===== src/rtl/ahb_apb_bridge_param.sv =====
// AHB-to-APB bridge with parameterised slave decode and APB wait timeout.
// Optional feature macro: BRIDGE_ERR_RESP_EN. When it is defined, slave
// errors, timeouts and bad slave indices return a two-cycle AHB ERROR
// response. When it is undefined, they complete with OKAY.
//
// state  | meaning
// IDLE   | no transfer in flight, ready for an address phase
// WWAIT  | write data phase, capture hwdata
// SETUP  | APB setup: psel high, penable low
// ACCESS | APB access: psel and penable high, wait for pready or timeout
// DONE   | one-cycle OKAY completion, may sample the next transfer
// ERR1   | first ERROR cycle, hreadyout low
// ERR2   | second ERROR cycle, hreadyout high, may sample the next transfer
module ahb_apb_bridge_param #(
  parameter int ADDR_W  = 32,
  parameter int DATA_W  = 32,
  parameter int NUM_SLV = 4,
  parameter int SEL_LSB = 28,
  parameter int TIMEOUT = 16
) (
  input  logic               hclk,
  input  logic               hreset,
  input  logic               hwrite,
  input  logic               hreadyin,
  input  logic [1:0]         htrans,
  input  logic [ADDR_W-1:0]  haddr,
  input  logic [DATA_W-1:0]  hwdata,
  output logic [DATA_W-1:0]  hrdata,
  output logic               hreadyout,
  output logic [1:0]         hresp,
  output logic [ADDR_W-1:0]  paddr,
  output logic [DATA_W-1:0]  pwdata,
  output logic               pwrite,
  output logic [NUM_SLV-1:0] psel,
  output logic               penable,
  input  logic [DATA_W-1:0]  prdata,
  input  logic               pready,
  input  logic               pslverr
);

  localparam int SEL_W = (NUM_SLV > 1) ? $clog2(NUM_SLV) : 1;
  localparam int CNT_W = (TIMEOUT > 1) ? $clog2(TIMEOUT) : 1;
  localparam logic [CNT_W-1:0] CNT_LOAD = (TIMEOUT > 0) ? CNT_W'(TIMEOUT - 1) : '0;

`ifdef BRIDGE_ERR_RESP_EN
  localparam logic ERR_EN = 1'b1;
`else
  localparam logic ERR_EN = 1'b0;
`endif

  typedef enum logic [2:0] {
    S_IDLE, S_WWAIT, S_SETUP, S_ACCESS, S_DONE, S_ERR1, S_ERR2
  } state_t;

  state_t              state_q, state_d;
  logic [ADDR_W-1:0]   addr_q;
  logic                write_q;
  logic [NUM_SLV-1:0]  sel_q;
  logic [DATA_W-1:0]   pwdata_q;
  logic [DATA_W-1:0]   hrdata_q;
  logic [CNT_W-1:0]    cnt_q;

  logic [ADDR_W-1:0]   slv_idx;
  logic                slv_bad;
  logic [NUM_SLV-1:0]  slv_onehot;
  logic                can_sample;
  logic                xfer;
  logic                timeout_hit;
  logic                slv_err;
  state_t              err_path;

  // Slave decode: every address bit above SEL_LSB forms the index, so any
  // nonzero bit above the select field is treated as an out-of-range slave.
  always_comb begin
    slv_idx    = haddr >> SEL_LSB;
    slv_bad    = (slv_idx >= ADDR_W'(NUM_SLV));
    slv_onehot = NUM_SLV'(1) << slv_idx[SEL_W-1:0];
  end

  assign can_sample  = (state_q == S_IDLE) || (state_q == S_DONE) || (state_q == S_ERR2);
  assign xfer        = can_sample && hreadyin && htrans[1];
  assign timeout_hit = (TIMEOUT != 0) && (state_q == S_ACCESS) && !pready && (cnt_q == '0);
  assign slv_err     = ERR_EN && pslverr;
  assign err_path    = ERR_EN ? S_ERR1 : S_DONE;

  // Next-state logic
  always_comb begin
    state_d = state_q;
    case (state_q)
      S_IDLE, S_DONE, S_ERR2: begin
        if (xfer) begin
          if (slv_bad)     state_d = err_path;
          else if (hwrite) state_d = S_WWAIT;
          else             state_d = S_SETUP;
        end else begin
          state_d = S_IDLE;
        end
      end
      S_WWAIT:  state_d = S_SETUP;
      S_SETUP:  state_d = S_ACCESS;
      S_ACCESS: begin
        if (pready)           state_d = slv_err ? S_ERR1 : S_DONE;
        else if (timeout_hit) state_d = err_path;
      end
      S_ERR1:   state_d = S_ERR2;
      default:  state_d = S_IDLE;
    endcase
  end

  // State register, address/data latches and the down-counting wait timer
  always_ff @(posedge hclk) begin
    if (hreset) begin
      state_q  <= S_IDLE;
      addr_q   <= '0;
      write_q  <= 1'b0;
      sel_q    <= '0;
      pwdata_q <= '0;
      hrdata_q <= '0;
      cnt_q    <= '0;
    end else begin
      state_q <= state_d;
      if (xfer) begin
        addr_q  <= haddr;
        write_q <= hwrite;
        sel_q   <= slv_bad ? '0 : slv_onehot;
        if (slv_bad) hrdata_q <= '0;
      end
      if (state_q == S_WWAIT) pwdata_q <= hwdata;
      if (state_q == S_ACCESS) begin
        if (pready && !write_q) hrdata_q <= slv_err ? '0 : prdata;
        else if (timeout_hit)   hrdata_q <= '0;
      end
      if (state_q == S_SETUP)
        cnt_q <= CNT_LOAD;
      else if ((state_q == S_ACCESS) && (state_d == S_ACCESS) && (cnt_q != '0))
        cnt_q <= cnt_q - 1'b1;
      else if (state_q != S_ACCESS)
        cnt_q <= '0;
    end
  end

  // APB and AHB outputs decoded from state
  always_comb begin
    paddr     = addr_q;
    pwrite    = write_q;
    pwdata    = pwdata_q;
    hrdata    = hrdata_q;
    psel      = ((state_q == S_SETUP) || (state_q == S_ACCESS)) ? sel_q : '0;
    penable   = (state_q == S_ACCESS);
    hreadyout = !((state_q == S_WWAIT) || (state_q == S_SETUP) ||
                  (state_q == S_ACCESS) || (state_q == S_ERR1));
  end

`ifdef BRIDGE_ERR_RESP_EN
  // ERROR response covers both error cycles
  assign hresp = ((state_q == S_ERR1) || (state_q == S_ERR2)) ? 2'b01 : 2'b00;
`else
  assign hresp = 2'b00;
`endif

endmodule

===== config.mk =====
export PLATFORM = sky130hd
export DESIGN_NAME = ahb_apb_bridge_param
export DESIGN_NICKNAME = d
export VERILOG_FILES = /design/src/rtl/ahb_apb_bridge_param.sv
export SDC_FILE = /design/constraint.sdc
export NUM_CORES = 1
export LEC_CHECK = 0
export CORE_MARGIN = 8
export CORE_UTILIZATION = 59
export CTS_BUF_LIST = sky130_fd_sc_hd__clkbuf_8
export DETAILED_ROUTE_END_ITERATION = 10
export DONT_BUFFER_PORTS = 1
export HOLD_SLACK_MARGIN = 0.02
export PLACE_DENSITY_LB_ADDON = 0.2
export SYNTH_ARGS = -nofsm -noshare
export SYNTH_HDL_FRONTEND = slang
export SYNTH_SLANG_ARGS = --single-unit

===== constraint.sdc =====
create_clock -name hclk -period 1.5 [get_ports hclk]
set_clock_uncertainty 0.1 [all_clocks]
set_input_delay 0.075 -clock hclk [delete_from_list [all_inputs] [get_ports hclk]]
set_output_delay 0.075 -clock hclk [all_outputs]
set_load 0.005 [all_outputs]

==> results.md, run 1 <==
* Ant diodes at 0
* Post-DP HPWL at 7690 µm
* Largest net degree at the start of global routing at 74
* Drt first-iter violations at 174
* Drt drc at 0
* Hold slack at -321 ps
* Register area share after synthesis at 53.5%
* Row cnt at 30
* Mapped Area at 4040 µm²
* Pwr Density at 1120 nW/µm²
* # clock sinks at 108
* Placed Instance Area at 4180 µm²
* Worst Hold Depth at 1
* Startpoint Class: flop
* Initial Util at 60.1%
* Wirelength per Cell at 20.0 µm
* Full die area at 9750 µm²
* Maximum vdd drop at 0.561 mV
* Layout Cell Area excl Fill at 4850 µm²
* I/O pin cnt at 209
* RR Endpoint: hrdata[8]$_SDFF_PP0_
* Reg2Reg Setup Slack at -10 ps
* CTS tree: done
* Seq cells post-synth at 108
* Largest delay share family, worst path: compound AO/OA/AOI/OAI gates
* Final setup margin at -12.6 ps
* R2R cell count at 6
* Failing checks: hold timing, setup timing
* Post-synth top flop: dfxtp_1
* Grt total ovfl at 0
* CTS Hold Bufs at 34
* Area Overhead vs Synth at 19.9%
* Total Power at 5.43 mW
* Vias in the first global route at 3361
* DIE HEIGHT at 98.8 µm
* Core area at 6720 µm²
* Reg clk slew, reported paths at 100 ps
* WP buf/inv at 2
* Tmin final at 1510 ps
* Final setup vio count at 2
* R2R Path Start: cnt_q[0]$_SDFFE_PP0P_
* Worst path slowest cell: dfxtp_2
* Async SR Flop Fraction at 0%
* Root buf cell: clkbuf_8
* Dominant cell type by area after synthesis: dfxtp_1
* Leak Pwr at 1.70 nW
* Gpl congestion at 0.784
* Area contributors post-synth: dfxtp_1, a21oi_1, a32o_1, nand2_1, nand3_1
* Crit Path Category: flop to flop
* Post-DRT Antenna Nets at 0
* Buffers on Ports at 0
* Routed via count at 3455
* H-tree levels at 3
* EDFF count, synth at 0
* Fillers at 509
* Share of cells above drive strength 1 at 13.3%
* Min-delay src: hreset
* Max Cap Viol at 0
* Cells after Synth at 452
* Crit. End Element: flop
* Max Root-Sink Buffers at 2
* CP required at 1650 ps
* Status: complete, but fails checks
* Avg Inst Size Synth at 8.94 µm²
* Ys Warns at 0
* Slew Limit Fails at 0
* Skew-Pair Late Insertion Delay at 360 ps
* Routed wire length at 11300 µm
* Critical-path cell list: inv_2 > ha_4 > nor4b_4 > o21ai_2 > buf_12 > a32o_1
* Die W at 98.8 µm
* Final net count at 583
* Yosys top cell area share at 53.5%
* Maximum fanout along the worst path at 32
* Crit-path max cell delay at 340 ps
* Worst hold endpoint: pwdata[19]$_SDFFE_PP0N_
* Via density at 6.15
* Worst EP arrival at 1660 ps
* Final hold violation count at 76
* Finished Core Util at 72.1%
* RSZ-0062 raised after global routing: true
* Initial antenna violation count at 0
* Hold Crit Class: input pin to flop
* Synth cell types at 39
* Fin crit share at 101%
* Global-route wire length before repair at 17500 µm
* Overall routing resource usage at 21.9%
* Max frequency at 0.661 GHz
* CTS Buf Count at 9
* Drt first pass iters at 4
* Pre-CTS WS at -126 ps
-- how the worst max path moves through the flow --
stage	startpoint	to	slack (ps)	cells past startpoint
2_1_floorplan	cnt_q[0]$_SDFFE_PP0P_	hrdata[0]$_SDFF_PP0_	-10	6
3_3_place_gp	cnt_q[0]$_SDFFE_PP0P_	hrdata[22]$_SDFF_PP0_	-20	6
3_5_place_dp	cnt_q[0]$_SDFFE_PP0P_	hrdata[28]$_SDFF_PP0_	-130	6
4_1_cts	cnt_q[0]$_SDFFE_PP0P_	hrdata[22]$_SDFF_PP0_	-2	6
5_1_grt	cnt_q[0]$_SDFFE_PP0P_	hrdata[8]$_SDFF_PP0_	-80	6
6_report	cnt_q[0]$_SDFFE_PP0P_	hrdata[8]$_SDFF_PP0_	-10	6
-- what timing repair did --
| item | CTS | global route |
|---|---|---|
| setup buffers | 3 | 0 |
| pin swaps | 1 | 1 |
| gates cloned | 0 | 1 |
| setup endpoints to repair | 42 | 63 |
| gates resized for setup | 17 | 5 |
| hold endpoints to repair | 108 | 76 |
-- cell type report --
cell class	instances	area (µm²)	area share, %
clock inverter	7	100	2.07
clock buffer	9	124	2.56
inverter	3	11.3	0.232
tap	80	100	2.07
timing repair buffer	60	611	12.6
multi-input combinational	295	1730	35.7
sequential	108	2170	44.8
-- cells in the final DEF (no fill, tap or decap), drive strengths merged, types with 2 or more instances in the layout --
cell / netlist / final
conb: 1 / 2
inv: 3 / 4
o21ai: 40 / 40
or3b: 2 / 2
nand2b: 4 / 4
nor3b: 3 / 3
a31oi: 6 / 6
ha: 2 / 2
dfxtp: 108 / 108
a21oi: 71 / 71
buf: 21 / 25
dlygate4sd3: 0 / 34
a32o: 32 / 32
clkinv: 0 / 4
nand3: 34 / 34
bufinv: 0 / 2
nor3: 2 / 2
nand4b: 2 / 2
and2: 5 / 5
nand4: 3 / 3
clkbuf: 26 / 10
and3b: 3 / 3
nor2: 2 / 2
nor2b: 4 / 4
nand2: 67 / 67
-- registers in the layout, indices dropped and copies added (netlist names) --
register	flops
cnt_q	4
hrdata	32
paddr	32
pwdata	32
pwrite	1
sel_q	4
state_q	3
-- power breakdown --
part	switching [mW]	total (mW)	internal (mW)
Sequential	0.0748	3.02	2.95
Combinational	0.238	0.469	0.231
Clock	0.989	1.94	0.953
-- worst register-to-register path, cell delays in order (launching register included) --
cell and delay [ps]:
dfxtp_2 340, inv_2 80, ha_4 150, nor4b_4 200
o21ai_2 100, buf_12 170, a32o_1 280
-- logic make-up (layout without fill, tap and decap cells) --
kind of cell | count (synthesis) | in the layout | share of synthesized area (%)
and+or+nand+nor | 137 | 137 | 16.5
DFF | 108 | 108 | 53.5
muxes | 1 | 1 | 0.248
adders and majority gates | 2 | 2 | 0.619
buffers and inverters | 50 | 79 | 5.39
other | 1 | 2 | 0.0928
AOI/OAI and AO/OA | 153 | 153 | 23.6
-- layer usage --
| metal | routed length [µm] | vias to the layer above | GRT usage [%] |
|---|---|---|---|
| met2 | 5570 | 166 | 36.5 |
| met5 | 0 | - | 0 |
| met1 | 4130 | 1600 | 22.9 |
| met4 | 264 | 0 | 9.92 |
| li1 | - | 1665 | - |
| met3 | 1290 | 24 | 10.5 |
-- synth_stat cells (3+ instances only) --
cell type  count
dfxtp_1      108
a21oi_1       71
nand2_1       67
nand3_1       34
a32o_1        32
clkbuf_1      26
o21ai_0       24
buf_2         18
o21ai_1       16
a31oi_1        5
and2_1         5
nand2b_1       4
and3b_1        3
inv_1          3
nand4_1        3
nor2b_1        3
nor3b_1        3
-- per-stage QoR --
step / setup TNS (ps) / cells / hold slack (ps)
after detailed placement: -3610 / 509 / 52.0
after global routing: -1750 / 562 / -352
after CTS: -3.29 / 561 / -346
after global placement: -458 / 509 / 50.6
final: -21.8 / 562 / -321
after floorplan: -338 / 453 / 97.1
Power figures use the tool's default switching activity.
==> run 2, diff against run 1 <==
==> constraint.sdc (replaced) <==
create_clock -name hclk -period 1.5 [get_ports hclk]
set_clock_uncertainty 0.1 [all_clocks]
set_input_delay 0.075 -clock hclk [delete_from_list [all_inputs] [get_ports hclk]]
set_output_delay 0.075 -clock hclk [all_outputs]
set_load 0.01 [all_outputs]
==> run 2 against run 1 <==
Against the previous run: sequential share of layout area down 0.15 points; global-route usage about the same; final cell count up 0.18%; count of clock-buffer cells in the layout unchanged; core utilization up 0.24 points; clock power about the same; the flow still finishes with violations (hold timing, setup timing); via count up 0.84%; critical endpoint unchanged; register-to-register slack about the same; maximum frequency up 0.53%; non-clock buffer count up 1.
==> results.md, run 2 (synthesized netlist as in run 1, its figures left out) <==
* R2R cell count at 6 (unchanged)
* Max frequency at 0.665 GHz (+0.53%)
* Ant diodes at 0 (unchanged)
* Wirelength per Cell at 20.1 µm (+0.49%)
* Grt total ovfl at 0 (unchanged)
* Vias in the first global route at 3358 (-0.089%)
* Area Overhead vs Synth at 20.3%
* Hold slack at -325 ps (-4.32 ps)
* CP required at 1650 ps (about the same)
* Buffers on Ports at 0 (unchanged)
* Max Root-Sink Buffers at 2 (unchanged)
* I/O pin cnt at 209 (unchanged)
* Root buf cell: clkbuf_8
* # clock sinks at 108 (unchanged)
* Overall routing resource usage at 21.9% (about the same)
* Fillers at 504 (-0.98%)
* Via density at 6.19 (+0.66%)
* Core area at 6720 µm² (unchanged)
* Min-delay src: hreset
* Die W at 98.8 µm (unchanged)
* Drt drc at 0 (unchanged)
* Fin crit share at 100% (-0.53 points)
* Reg clk slew, reported paths at 100 ps (about the same)
* Post-DP HPWL at 7690 µm (unchanged)
* Drt first pass iters at 4 (unchanged)
* Post-DRT Antenna Nets at 0 (unchanged)
* CTS Buf Count at 9 (unchanged)
* Failing checks: hold timing, setup timing
* H-tree levels at 3 (unchanged)
* Worst Hold Depth at 1 (unchanged)
* Tmin final at 1500 ps (-7.91 ps)
* Initial Util at 60.1% (unchanged)
* Crit Path Category: flop to flop
* Post-Layout Cell Count at 563 (+0.18%)
* Final net count at 584 (+0.17%)
* Skew-Pair Late Insertion Delay at 360 ps (about the same)
* Row cnt at 30 (unchanged)
* Routed wire length at 11300 µm (+0.67%)
* Crit. End Element: flop
* Share of cells above drive strength 1 at 13.5% (+0.18 points)
* Total Power at 5.47 mW (+0.70%)
* Max Cap Viol at 0 (unchanged)
* Status: complete, but fails checks
* Final setup margin at -4.72 ps (+7.91 ps)
* # placed instances at 509 (unchanged)
* Leak Pwr at 1.71 nW (+0.48%)
* CTS tree: done
* Maximum fanout along the worst path at 32 (unchanged)
* Global-route wire length before repair at 17500 µm (about the same)
* Commonest non-fill, non-tap cell in the layout: dfxtp_1
* DIE HEIGHT at 98.8 µm (unchanged)
* R2R Path Start: cnt_q[0]$_SDFFE_PP0P_
* CTS Hold Bufs at 34 (unchanged)
* Worst EP arrival at 1660 ps (about the same)
* Startpoint Class: flop
* Gpl congestion at 0.784 (unchanged)
* Drt first-iter violations at 169 (-2.9%)
* Initial antenna violation count at 0 (unchanged)
* Slew Limit Fails at 0 (unchanged)
* Routed via count at 3484 (+0.84%)
* RSZ-0062 raised after global routing: true
* Final hold violation count at 76 (unchanged)
* Pwr Density at 1130 nW/µm² (+0.37%)
* Maximum vdd drop at 0.561 mV (about the same)
* Full die area at 9750 µm² (unchanged)
* Most frequent cells in the layout: dfxtp_1, a21oi_1, nand2_1, nand3_1, dlygate4sd3_1
* Crit path from: cnt_q[0]$_SDFFE_PP0P_
* Final setup vio count at 2 (unchanged)
* Hold Crit Class: input pin to flop
* Largest net degree at the start of global routing at 74 (unchanged)
[run 2: changes by cell type in the layout (fill, tap and decap cells not counted), sizes merged]
cell / change
buf: +1
[run 2: through the flow]
step                instance area, µm²  utilization (%)  TNS (ps)  setup slack, ps
floorplan                         4050                -      -338            -11.3
global placement                  4180             62.2      -458            -15.5
detailed placement                4180             62.2     -3610             -126
CTS                               4810             71.6     -3.29            -2.36
global route                      4860             72.4     -1740            -78.9
finish                            4860             72.4     -7.54            -4.72
[run 2: repair_timing]
action                                  in CTS  in global routing
hold endpoints to repair                   108                 76
setup buffers                                3                  1
gates resized for setup                     18                  6
gates cloned                                 0                  1
endpoints found under the setup margin      42                 63
pin swaps                                    1                  3
[run 2: worst paths after layout]
path                                  to  slack, ps
setup / recovery    hrdata[8]$_SDFF_PP0_         -5
setup reg to reg    hrdata[8]$_SDFF_PP0_         -5
hold reg to reg    sel_q[3]$_SDFFE_PP0N_        380
hold / removal    pwdata[0]$_SDFFE_PP0N_       -330
[run 2: worst max-delay path: stages, from the launching register on]
cell,delay [ps]
dfxtp_2,340
inv_2,80
ha_4,150
nor4b_4,200
o21ai_2,100
buf_12,170
a32o_1,260
[run 2: power breakdown]
part	leakage, nW	switching [mW]	internal (mW)
Sequential	0.877	0.102	2.95
Clock	0.114	0.991	0.953
Combinational	0.721	0.242	0.236
Total	1.71	1.33	4.14
[run 2: cell type report]
class                           count  area, µm²  share of cell area (%)
Clock buffer                        9        124                    2.55
Inverter                            3       11.3                   0.232
Clock inverter                      7        100                    2.06
Timing Repair Buffer               61        622                    12.8
Sequential cell                   108       2170                    44.7
Multi-Input combinational cell    295       1730                    35.7
Tap cell                           80        100                    2.06
[run 2: routing by layer]
metal  vias to the layer above  part of all wire [%]  GRT usage [%]
met5                         -                     0              0
li1                       1665                     -              -
met2                       169                    50           36.5
met4                         0                   2.5           9.92
met3                        26                    12           10.5
met1                      1624                    36           23.0
